`config.mk`:
```
export PLATFORM = sky130hd
export DESIGN_NAME = cache_state_array
export DESIGN_NICKNAME = d
export VERILOG_FILES = /design/src/rtl/cache_state_array_pkg.sv /design/src/rtl/cache_state_bank.sv /design/src/rtl/cache_state_array.sv
export SDC_FILE = /design/constraint.sdc
export NUM_CORES = 1
export LEC_CHECK = 0
export CORE_MARGIN = 4
export CORE_UTILIZATION = 53
export DETAILED_ROUTE_END_ITERATION = 16
export PLACE_DENSITY = 0.77
export SETUP_SLACK_MARGIN = 0.4
export SLEW_MARGIN = 20
export SYNTH_ARGS = -nofsm -noshare
export SYNTH_HDL_FRONTEND = slang
export SYNTH_SLANG_ARGS = --single-unit
```
`constraint.sdc`:
```
create_clock -name clk -period 2.71 [get_ports clk]
set_input_delay 0.271 -clock clk [delete_from_list [all_inputs] [get_ports clk]]
set_output_delay 0.271 -clock clk [all_outputs]
set_load 0.05 [all_outputs]
```
`src/rtl/cache_state_array_pkg.sv`:
```
// Shared types and defaults for the cache line state array and its flush sequencer.
package cache_state_array_pkg;

  typedef enum logic [1:0] {
    IDLE    = 2'd0,
    SCAN    = 2'd1,
    WB_WAIT = 2'd2
  } state_e;

  localparam int unsigned DEF_INDEX_W = 3;
  localparam int unsigned DEF_WAYS    = 2;

  // Way select width; a direct-mapped cache still carries a 1-bit way field.
  function automatic int unsigned way_width(input int unsigned ways);
    return (ways > 1) ? $clog2(ways) : 1;
  endfunction

endpackage

```
`src/rtl/cache_state_bank.sv`:
```
// Valid/dirty storage for SETS x WAYS lines: registered per-set read, single-line write,
// and a combinational single-line peek used by the flush walker.
module cache_state_bank
  import cache_state_array_pkg::*;
#(
  parameter  int unsigned INDEX_W = DEF_INDEX_W,
  parameter  int unsigned WAYS    = DEF_WAYS,
  localparam int unsigned WAY_W   = way_width(WAYS)
) (
  input  logic               clk,
  input  logic               reset,
  input  logic [INDEX_W-1:0] rd_index,
  output logic [WAYS-1:0]    rd_valid,
  output logic [WAYS-1:0]    rd_dirty,
  input  logic               wr_en,
  input  logic [INDEX_W-1:0] wr_index,
  input  logic [WAY_W-1:0]   wr_way,
  input  logic               wr_valid,
  input  logic               wr_dirty,
  input  logic [INDEX_W-1:0] pk_index,
  input  logic [WAY_W-1:0]   pk_way,
  output logic               pk_valid_c,
  output logic               pk_dirty_c
);

  localparam int unsigned SETS = 1 << INDEX_W;

  logic [WAYS-1:0] valid_q [SETS];
  logic [WAYS-1:0] dirty_q [SETS];
  logic [WAYS-1:0] wr_mask_c;
  logic [WAYS-1:0] pk_mask_c;
  logic            wr_dirty_c;

  // One-hot way masks; with a single way the way field is ignored.
  always_comb begin
    wr_mask_c = '0;
    pk_mask_c = '0;
    for (int w = 0; w < int'(WAYS); w++) begin
      wr_mask_c[w] = (WAYS == 1) || (WAY_W'(w) == wr_way);
      pk_mask_c[w] = (WAYS == 1) || (WAY_W'(w) == pk_way);
    end
  end

  assign wr_dirty_c = wr_dirty & wr_valid;
  assign pk_valid_c = |(valid_q[pk_index] & pk_mask_c);
  assign pk_dirty_c = |(dirty_q[pk_index] & pk_mask_c);

  // Read samples pre-write contents, so a same-cycle write to the read set returns old data.
  always_ff @(posedge clk or negedge reset) begin
    if (!reset) begin
      for (int s = 0; s < int'(SETS); s++) begin
        valid_q[s] <= '0;
        dirty_q[s] <= '0;
      end
      rd_valid <= '0;
      rd_dirty <= '0;
    end else begin
      rd_valid <= valid_q[rd_index];
      rd_dirty <= dirty_q[rd_index];
      if (wr_en) begin
        valid_q[wr_index] <= (valid_q[wr_index] & ~wr_mask_c) | ({WAYS{wr_valid}} & wr_mask_c);
        dirty_q[wr_index] <= (dirty_q[wr_index] & ~wr_mask_c) | ({WAYS{wr_dirty_c}} & wr_mask_c);
      end
    end
  end

endmodule

```
`src/rtl/cache_state_array.sv`:
```
// Cache valid/dirty state array with a flush sequencer that writes back dirty lines
// over a valid/ready handshake and invalidates every line.
module cache_state_array
  import cache_state_array_pkg::*;
#(
  parameter  int unsigned INDEX_W = DEF_INDEX_W,
  parameter  int unsigned WAYS    = DEF_WAYS,
  localparam int unsigned WAY_W   = way_width(WAYS)
) (
  input  logic               clk,
  input  logic               reset,
  input  logic [INDEX_W-1:0] rd_index,
  output logic [WAYS-1:0]    rd_valid,
  output logic [WAYS-1:0]    rd_dirty,
  input  logic               wr_en,
  input  logic [INDEX_W-1:0] wr_index,
  input  logic [WAY_W-1:0]   wr_way,
  input  logic               wr_valid,
  input  logic               wr_dirty,
  input  logic               flush_req,
  output logic               busy,
  output logic               wb_valid,
  output logic [INDEX_W-1:0] wb_index,
  output logic [WAY_W-1:0]   wb_way,
  input  logic               wb_ready,
  output logic               done
);

  localparam int unsigned SETS      = 1 << INDEX_W;
  localparam int unsigned LINE_W    = INDEX_W + WAY_W;
  // A direct-mapped cache keeps the way bit at 0 by stepping over it.
  localparam int unsigned LINE_STEP = (WAYS == 1) ? 2 : 1;
  localparam int unsigned LAST_LINE = (SETS * WAYS - 1) * LINE_STEP;

  state_e             state;
  logic [LINE_W-1:0]  cnt;
  logic [INDEX_W-1:0] cnt_index;
  logic [WAY_W-1:0]   cnt_way;
  logic               line_valid_c;
  logic               line_dirty_c;
  logic               hit_c;
  logic               advance_c;
  logic               last_c;
  logic               bk_wr_en_c;
  logic [INDEX_W-1:0] bk_wr_index_c;
  logic [WAY_W-1:0]   bk_wr_way_c;
  logic               bk_wr_valid_c;
  logic               bk_wr_dirty_c;

  assign cnt_index = cnt[LINE_W-1:WAY_W];
  assign cnt_way   = cnt[WAY_W-1:0];
  assign hit_c     = line_valid_c & line_dirty_c;
  assign last_c    = (cnt == LINE_W'(LAST_LINE));
  assign advance_c = ((state == SCAN) && !hit_c) || ((state == WB_WAIT) && wb_valid && wb_ready);

  // Single bank write port: user writes in IDLE, line clears while walking.
  always_comb begin
    bk_wr_en_c    = 1'b0;
    bk_wr_index_c = wr_index;
    bk_wr_way_c   = wr_way;
    bk_wr_valid_c = wr_valid;
    bk_wr_dirty_c = wr_dirty;
    case (state)
      IDLE: bk_wr_en_c = wr_en;
      SCAN, WB_WAIT: begin
        bk_wr_en_c    = advance_c;
        bk_wr_index_c = cnt_index;
        bk_wr_way_c   = cnt_way;
        bk_wr_valid_c = 1'b0;
        bk_wr_dirty_c = 1'b0;
      end
      default: bk_wr_en_c = 1'b0;
    endcase
  end

  cache_state_bank #(
    .INDEX_W (INDEX_W),
    .WAYS    (WAYS)
  ) u_bank (
    .clk        (clk),
    .reset      (reset),
    .rd_index   (rd_index),
    .rd_valid   (rd_valid),
    .rd_dirty   (rd_dirty),
    .wr_en      (bk_wr_en_c),
    .wr_index   (bk_wr_index_c),
    .wr_way     (bk_wr_way_c),
    .wr_valid   (bk_wr_valid_c),
    .wr_dirty   (bk_wr_dirty_c),
    .pk_index   (cnt_index),
    .pk_way     (cnt_way),
    .pk_valid_c (line_valid_c),
    .pk_dirty_c (line_dirty_c)
  );

  // Flush walker: state, line counter and all handshake outputs.
  always_ff @(posedge clk or negedge reset) begin
    if (!reset) begin
      state    <= IDLE;
      cnt      <= '0;
      busy     <= 1'b0;
      done     <= 1'b0;
      wb_valid <= 1'b0;
      wb_index <= '0;
      wb_way   <= '0;
    end else begin
      done <= 1'b0;
      case (state)
        IDLE: begin
          if (flush_req) begin
            state <= SCAN;
            cnt   <= '0;
            busy  <= 1'b1;
          end
        end
        SCAN: begin
          if (hit_c) begin
            state    <= WB_WAIT;
            wb_valid <= 1'b1;
            wb_index <= cnt_index;
            wb_way   <= cnt_way;
          end
        end
        WB_WAIT: begin
          if (wb_ready) begin
            state    <= SCAN;
            wb_valid <= 1'b0;
          end
        end
        default: state <= IDLE;
      endcase
      if (advance_c) begin
        cnt <= cnt + LINE_W'(LINE_STEP);
        if (last_c) begin
          state <= IDLE;
          busy  <= 1'b0;
          done  <= 1'b1;
        end
      end
    end
  end

endmodule

```
Word-level counts from Yosys, hierarchy flattened
Index checks and enable logic that the tools add are counted.

Flip-flop bits (word level): 49. Latch bits: 0. RAM bits: 0. Bits in read-only memories: 0. Bits of input ports: 14. Output and inout bits: 11. Logic and storage cells: 112. Memories: 0.

Add/sub/neg operators: 1. Multipliers: 0. Divide/modulo/power cells: 0. Order comparisons: 4. Eq/ne operators: 5. Shifts and indexed selects: 0. Muxes and demuxes: 45. Bitwise gates (word level): 16. Reduce and logical (&&, ||, !) cells: 16.

Operator list (count): binary-select mux 2 bit (select 3 bit) (6); two-way mux 2 bit (18); bitwise mux 16 bit (2); bitwise AND 2 bit (6); greater-or-equal comparator 4 bit, second input constant (3); two-way mux 4 bit (3); NOT 3 -> 4 bit (3); two-way mux 1 bit (11); demux 2 bit (select 3 bit) (1); one-hot mux 2 bit (3 select lines) (1); nonzero test 2 bit (3); OR reduction 2 bit (3); adder 4 x 1 -> 4 bit, second input constant (1); == test 4 bit, second input constant (1); logical AND 1 bit (4); less-than comparator 4 x 1 -> 1 bit, second input constant (1); inequality test 2 bit, second input constant (2); OR 2 bit (2); one-hot mux 1 bit (2 select lines) (2); AND reduction 2 bit (2); two-way mux 3 bit (1); AND reduction 3 bit (1); bitwise AND 1 bit (2); == test 2 x 1 -> 1 bit, second input constant (1); other kinds (6) (7).

Longest topological paths before layout
Word-level depth: 12. Depth in mapped cells: 11. Gate-level depth less buffers: 9.

Cells and area by module
From an unflattened synthesis, not the netlist that was laid out.

Cell total of the unflattened synthesis: 253. Area, all modules: 2877.8 um2.

By module, submodules not included: cache_state_bank (instances 1, cells each 180, area each 2108.3 um2); cache_state_array (instances 1, cells each 73, area each 769.5 um2).

Worst setup path before layout
No wires, ideal clock.

Path kind: register to register. Start: register state[0]. End: register u_bank.dirty_q[3] (netlist bit). Data arrival time: 2.587 ns. Required time: 2.585 ns. Setup slack: -0.001 ns. Stages on the path, launching flop included: 12. Period minus slack after synthesis: 2.711 ns. Path through: dfrtp_1 > inv_1 > ha_1 > clkbuf_8 > nand2_1 > a21boi_0 > buf_2 > mux4_2 > mux2i_1 > nor2_1 > a31o_2 > mux2_2.

Word-level cells in the longest chain between the ends: 10. Elaborated cells on any way between the ends: 28. Classes of those cells: order compare: 2; eq/ne: 2; mux: 11; bitwise: 6; reduce/logical: 7.

RTL lines: start, declared (line cache_state_array.sv:35) `state_e state;`; start signal, assigned (line cache_state_array.sv:99) `state <= IDLE;`; start signal, assigned (line cache_state_array.sv:111) `state <= SCAN;`; start signal, assigned (line cache_state_array.sv:118) `state <= WB_WAIT;`; == test 2 x 1 -> 1 bit or == test 2 bit (tied branches) (line cache_state_array.sv:54, cache_state_array.sv:63); OR reduction 2 bit (line cache_state_array.sv:63) `case (state)`; two-way mux 3 bit (line cache_state_array.sv:63); NOT 3 -> 4 bit (line cache_state_bank.sv:62) `dirty_q[wr_index] <= (dirty_q[wr_index] & ~wr_mask_c) | ({WAYS{wr_dirty_c}} & wr_mask_c);`; binary-select mux 2 bit (select 3 bit) (line cache_state_bank.sv:62); two-way mux 2 bit (not written as such) (2 in a row) (line cache_state_bank.sv:62); bitwise AND 2 bit (line cache_state_bank.sv:62); OR 2 bit (line cache_state_bank.sv:62); bitwise mux 16 bit (line cache_state_bank.sv:62); end signal, assigned by index (line cache_state_bank.sv:62); end, declared (line cache_state_bank.sv:29) `logic [WAYS-1:0] dirty_q [SETS];`.

Several ways; a longest one is shown, not always the timed one. The select of a mux whose other input is x is not followed. A chain may end at the register's enable or synchronous reset.

Worst setup path in the final report
Start: register cnt[2]. End: register u_bank.dirty_q[7] (netlist bit).

Word-level cells in the longest chain between the ends: 11. Elaborated cells on any way between the ends: 29. Classes of those cells: order compare: 2; mux: 14; bitwise: 7; reduce/logical: 6.

RTL lines: start, declared (line cache_state_array.sv:36) `logic [LINE_W-1:0] cnt;`; start signal, assigned (line cache_state_array.sv:133) `cnt <= cnt + LINE_W'(LINE_STEP);`; NOT 3 -> 4 bit (not written as such) (line cache_state_bank.sv:45, cache_state_bank.sv:46); binary-select mux 2 bit (select 3 bit) (on tied branches) (line cache_state_bank.sv:45, cache_state_bank.sv:46); two-way mux 2 bit (on tied branches) (2 in a row) (line cache_state_bank.sv:45, cache_state_bank.sv:46); bitwise AND 2 bit (on tied branches) (line cache_state_bank.sv:45, cache_state_bank.sv:46); OR reduction 2 bit (on tied branches) (line cache_state_bank.sv:45, cache_state_bank.sv:46); bitwise AND 1 bit (line cache_state_array.sv:52) `assign hit_c = line_valid_c & line_dirty_c;`; zero test 1 bit (line cache_state_array.sv:54) `assign advance_c = ((state == SCAN) && !hit_c) || ((state == WB_WAIT) && wb_valid && wb_ready);`; logical AND 1 bit (line cache_state_array.sv:54); logical OR 1 bit (line cache_state_array.sv:54); one-hot mux 1 bit (2 select lines) (line cache_state_array.sv:63).

Several ways; a longest one is shown, not always the timed one. The select of a mux whose other input is x is not followed.

==> summary.md <==
| Metric | Value |
|---|---|
| Most frequent cells in the layout | dfrtp_1, buf_4, mux2_4, clkdlybuf4s50_1, mux2_2 |
| Smallest hold slack | -29.0 ps |
| Max Cap Violations | 0 |
| DR vias | 2,585 |
| Adder-cell area share of the yosys netlist | 2.08% |
| Commonest non-fill, non-tap cell in the layout | dfrtp_1 |
| Highest ir drop seen on vdd | 0.000843 V |
| Post-synthesis sequential area ratio | 40.7% |
| Failing checks | negative hold slack |
| PortBufs | 24 |
| CTS tree | built |
| Most used DFF post-synth | dfrtp_1 |
| Netlist cell types | 54 |
| Die Y | 83.4 um |
| TritonCTS Buffers | 5 |
| Routed WL | 9410 um |
| Clock latency on the worst-skew pair | 310 ps |
| Util after Layout | 74.5% |
| R2r worst-path depth | 9 |
| Syn_area_per_cell | 12.5 sq um |
| #FFs+latches synth | 49 |
| Peak Freq | 0.379 GHz |
| DPL Wire Length | 5260 um |
| Routability cong. | 0.894 |
| Final worst slack | 73.2 ps |
| Mapped cell area | 3010 sq um |
| Grt ovf | 0 |
| Total GRT Usage | 24.4% |
| Share of layout cells above drive strength 1 | 52.6% |
| Mapped Nets | 260 |
| Final period util | 97.3% |
| Endpoint type of the worst setup path | flop |
| Critical Path Source Type | flop |
| DP Worst Slack | -23.7 ps |
| Die area | 6950 sq um |
| Crit path kind | flop to flop |
| Largest net degree at the start of global routing | 50 |
| Chip Width | 83.4 um |
| PwrDens | 1350 nW/um^2 |
| WP data arrival | 2840 ps |
| Filler instances | 312 |
| Leak pwr | 1.77 nW |
| DRT iter0 DRCs | 223 |
| Synth warn | 0 |
| Rows | 27 |
| Initial Utilization | 54.6% |
| Asr flop ratio synth | 100% |
| H-tree depth | 2 |
| Root Driver | clkbuf_8 |
| Final setup violation count | 0 |
| DRT antenna net count | 0 |
| Vias per cell | 6.73 |
| Compound-gate portion of the synthesized area | 11.4% |
| Post-route design area | 4100 sq um |
| First-pass GRT wire length | 13,300 um |
| DR DRC count | 0 |
| WP data required | 2920 ps |
| ANT cells | 0 |
| Simple logic cell fraction of the synthesized area | 13.3% |
| CP Max Fanout | 7 |
| Cts-stage hold buffer count | 0 |
| Clk sinks | 49 |
| RSZ-0062 raised after global routing | true |
| Ports | 25 |
| Relative slew margins | 57.5% |
| Setup TNS | 0 ps |
| Post-layout min period | 2640 ps |
| Largest area contributor in the netlist | dfrtp_1 |
| Clock buffer depth | 2 |
| Post-Route Skew | 7.62 ps |
| Wire per inst | 24.5 um |
| Core footprint | 5510 sq um |
| Vias in the first global route | 2,557 |
| DP Area | 3380 sq um |
| Top cells by area, synth | dfrtp_1, mux2_2, mux4_2 |
| DRT Pass-1 Iters | 5 |
| Final Hold Fails | 49 |
| Least-Margin Pin Slew | 637 ps |
| Largest family of logic cells by synthesized area | multiplexers |
| Post-synth top area share | 40.7% |
| Status | finished with violations |
| Hold Path Class | input pin to asynchronous set/reset pin |
| Synthesis-to-layout area growth | 36.3% |
| Post-Synth XOR/XNOR Area | 0% |
| Post-synth EDFFs | 0 |
| Nets@finish | 330 |
| Slew Limit Fails | 0 |
| Multiplexer share of the synthesized area | 28.5% |
| Clk slew on worst S/H paths | 90 ps |
| Post-Synthesis Cells | 241 |
| Initial antenna violation count | 0 |
==> worst max-delay path: stages, from the launching register on <==
cell,delay (ps)
dfrtp_2,490
buf_8,160
nand3b_1,190
a2bb2oi_2,240
o22ai_4,110
nor4b_4,480
a2bb2oi_4,320
nor2_4,60
buf_4,160
mux2_4,300
==> through the flow <==
stage	cells	hold slack, ps	total power [mW]
2_1_floorplan	241	-24.6	3.13
3_3_place_gp	345	478	3.73
3_5_place_dp	345	487	3.78
4_1_cts	369	197	4.86
5_1_grt	384	19.8	5.79
6_report	384	-29.0	5.55
==> logic make-up (layout without fill, tap and decap cells) <==
| kind of cell | count (synthesis) | count (layout) |
|---|---|---|
| mux | 64 | 65 |
| simple gates | 65 | 65 |
| buf+inv | 17 | 87 |
| flops | 49 | 49 |
| fa+ha+maj | 5 | 5 |
| compound gates | 41 | 41 |
==> area by class of cell <==
type                       instances  area (sq um)  share of cell area, %
clock buffer                       5          68.8                   1.68
clock inverter                     3          65.1                   1.59
inverter                           8          32.5                  0.793
multi-input combinational        176          1970                   48.1
sequential                        49          1230                   30.0
tap                               72          90.1                   2.20
timing repair buffer              71           643                   15.7
==> cells in the mapped netlist, types with 2 or more instances <==
library cell / n
a2111oi_2: 2
a211oi_1: 7
a21oi_1: 6
and3b_1: 3
clkbuf_1: 2
clkbuf_8: 5
dfrtp_1: 49
ha_1: 5
inv_1: 8
mux2_2: 43
mux2i_1: 8
mux4_2: 12
nand2_1: 16
nand3_1: 9
nand3b_1: 5
nor2_1: 13
nor2_4: 3
nor2b_1: 2
o21ai_0: 6
o21ai_1: 2
o31ai_1: 2
==> report_power, final <==
group / internal [mW] / switching [mW] / total, mW
clock: 0.367 / 0.260 / 0.626
combinational: 1.79 / 1.78 / 3.57
sequential: 1.02 / 0.339 / 1.36
total: 3.17 / 2.38 / 5.55
==> flip-flops by register name (all words and copies together), names as in the netlist <==
| signal | flops |
|---|---|
| u_bank.rd_dirty | 2 |
| cnt | 4 |
| u_bank.rd_valid | 2 |
| wb_way | 1 |
| state | 2 |
| done | 1 |
| wb_valid | 1 |
| busy | 1 |
| u_bank.valid_q | 16 |
| u_bank.dirty_q | 16 |
| wb_index | 3 |
==> path summary, 6_finish.rpt <==
path	from	to	slack (ps)
setup / recovery	cnt[2]$_DFFE_PN0P_	u_bank.dirty_q[7]$_DFFE_PN0P_	70
hold / removal	reset	wb_way$_DFFE_PN0P_	-30
setup reg to reg	cnt[2]$_DFFE_PN0P_	u_bank.dirty_q[7]$_DFFE_PN0P_	70
hold reg to reg	busy$_DFF_PN0_	busy$_DFF_PN0_	510
max in group asynchronous	reset	cnt[1]$_DFFE_PN0P_	2280
min in group clk	busy$_DFF_PN0_	busy$_DFF_PN0_	510
==> repair_timing <==
action                                  in CTS  in global routing
hold endpoints to repair                     0                  0
endpoints found under the setup margin      35                 42
pin swaps                                    7                 11
resized for setup                           36                 46
setup buffers                               15                 15
cloned                                       1                  0
==> metal layers <==
metal	GRT usage [%]	vias up	routed length, um
met3	5.75	55	760
met2	38.3	187	4520
li1	-	1053	-
met4	16.0	0	622
met5	0	-	0
met1	30.0	1290	3510
Power figures use the tool's default switching activity.
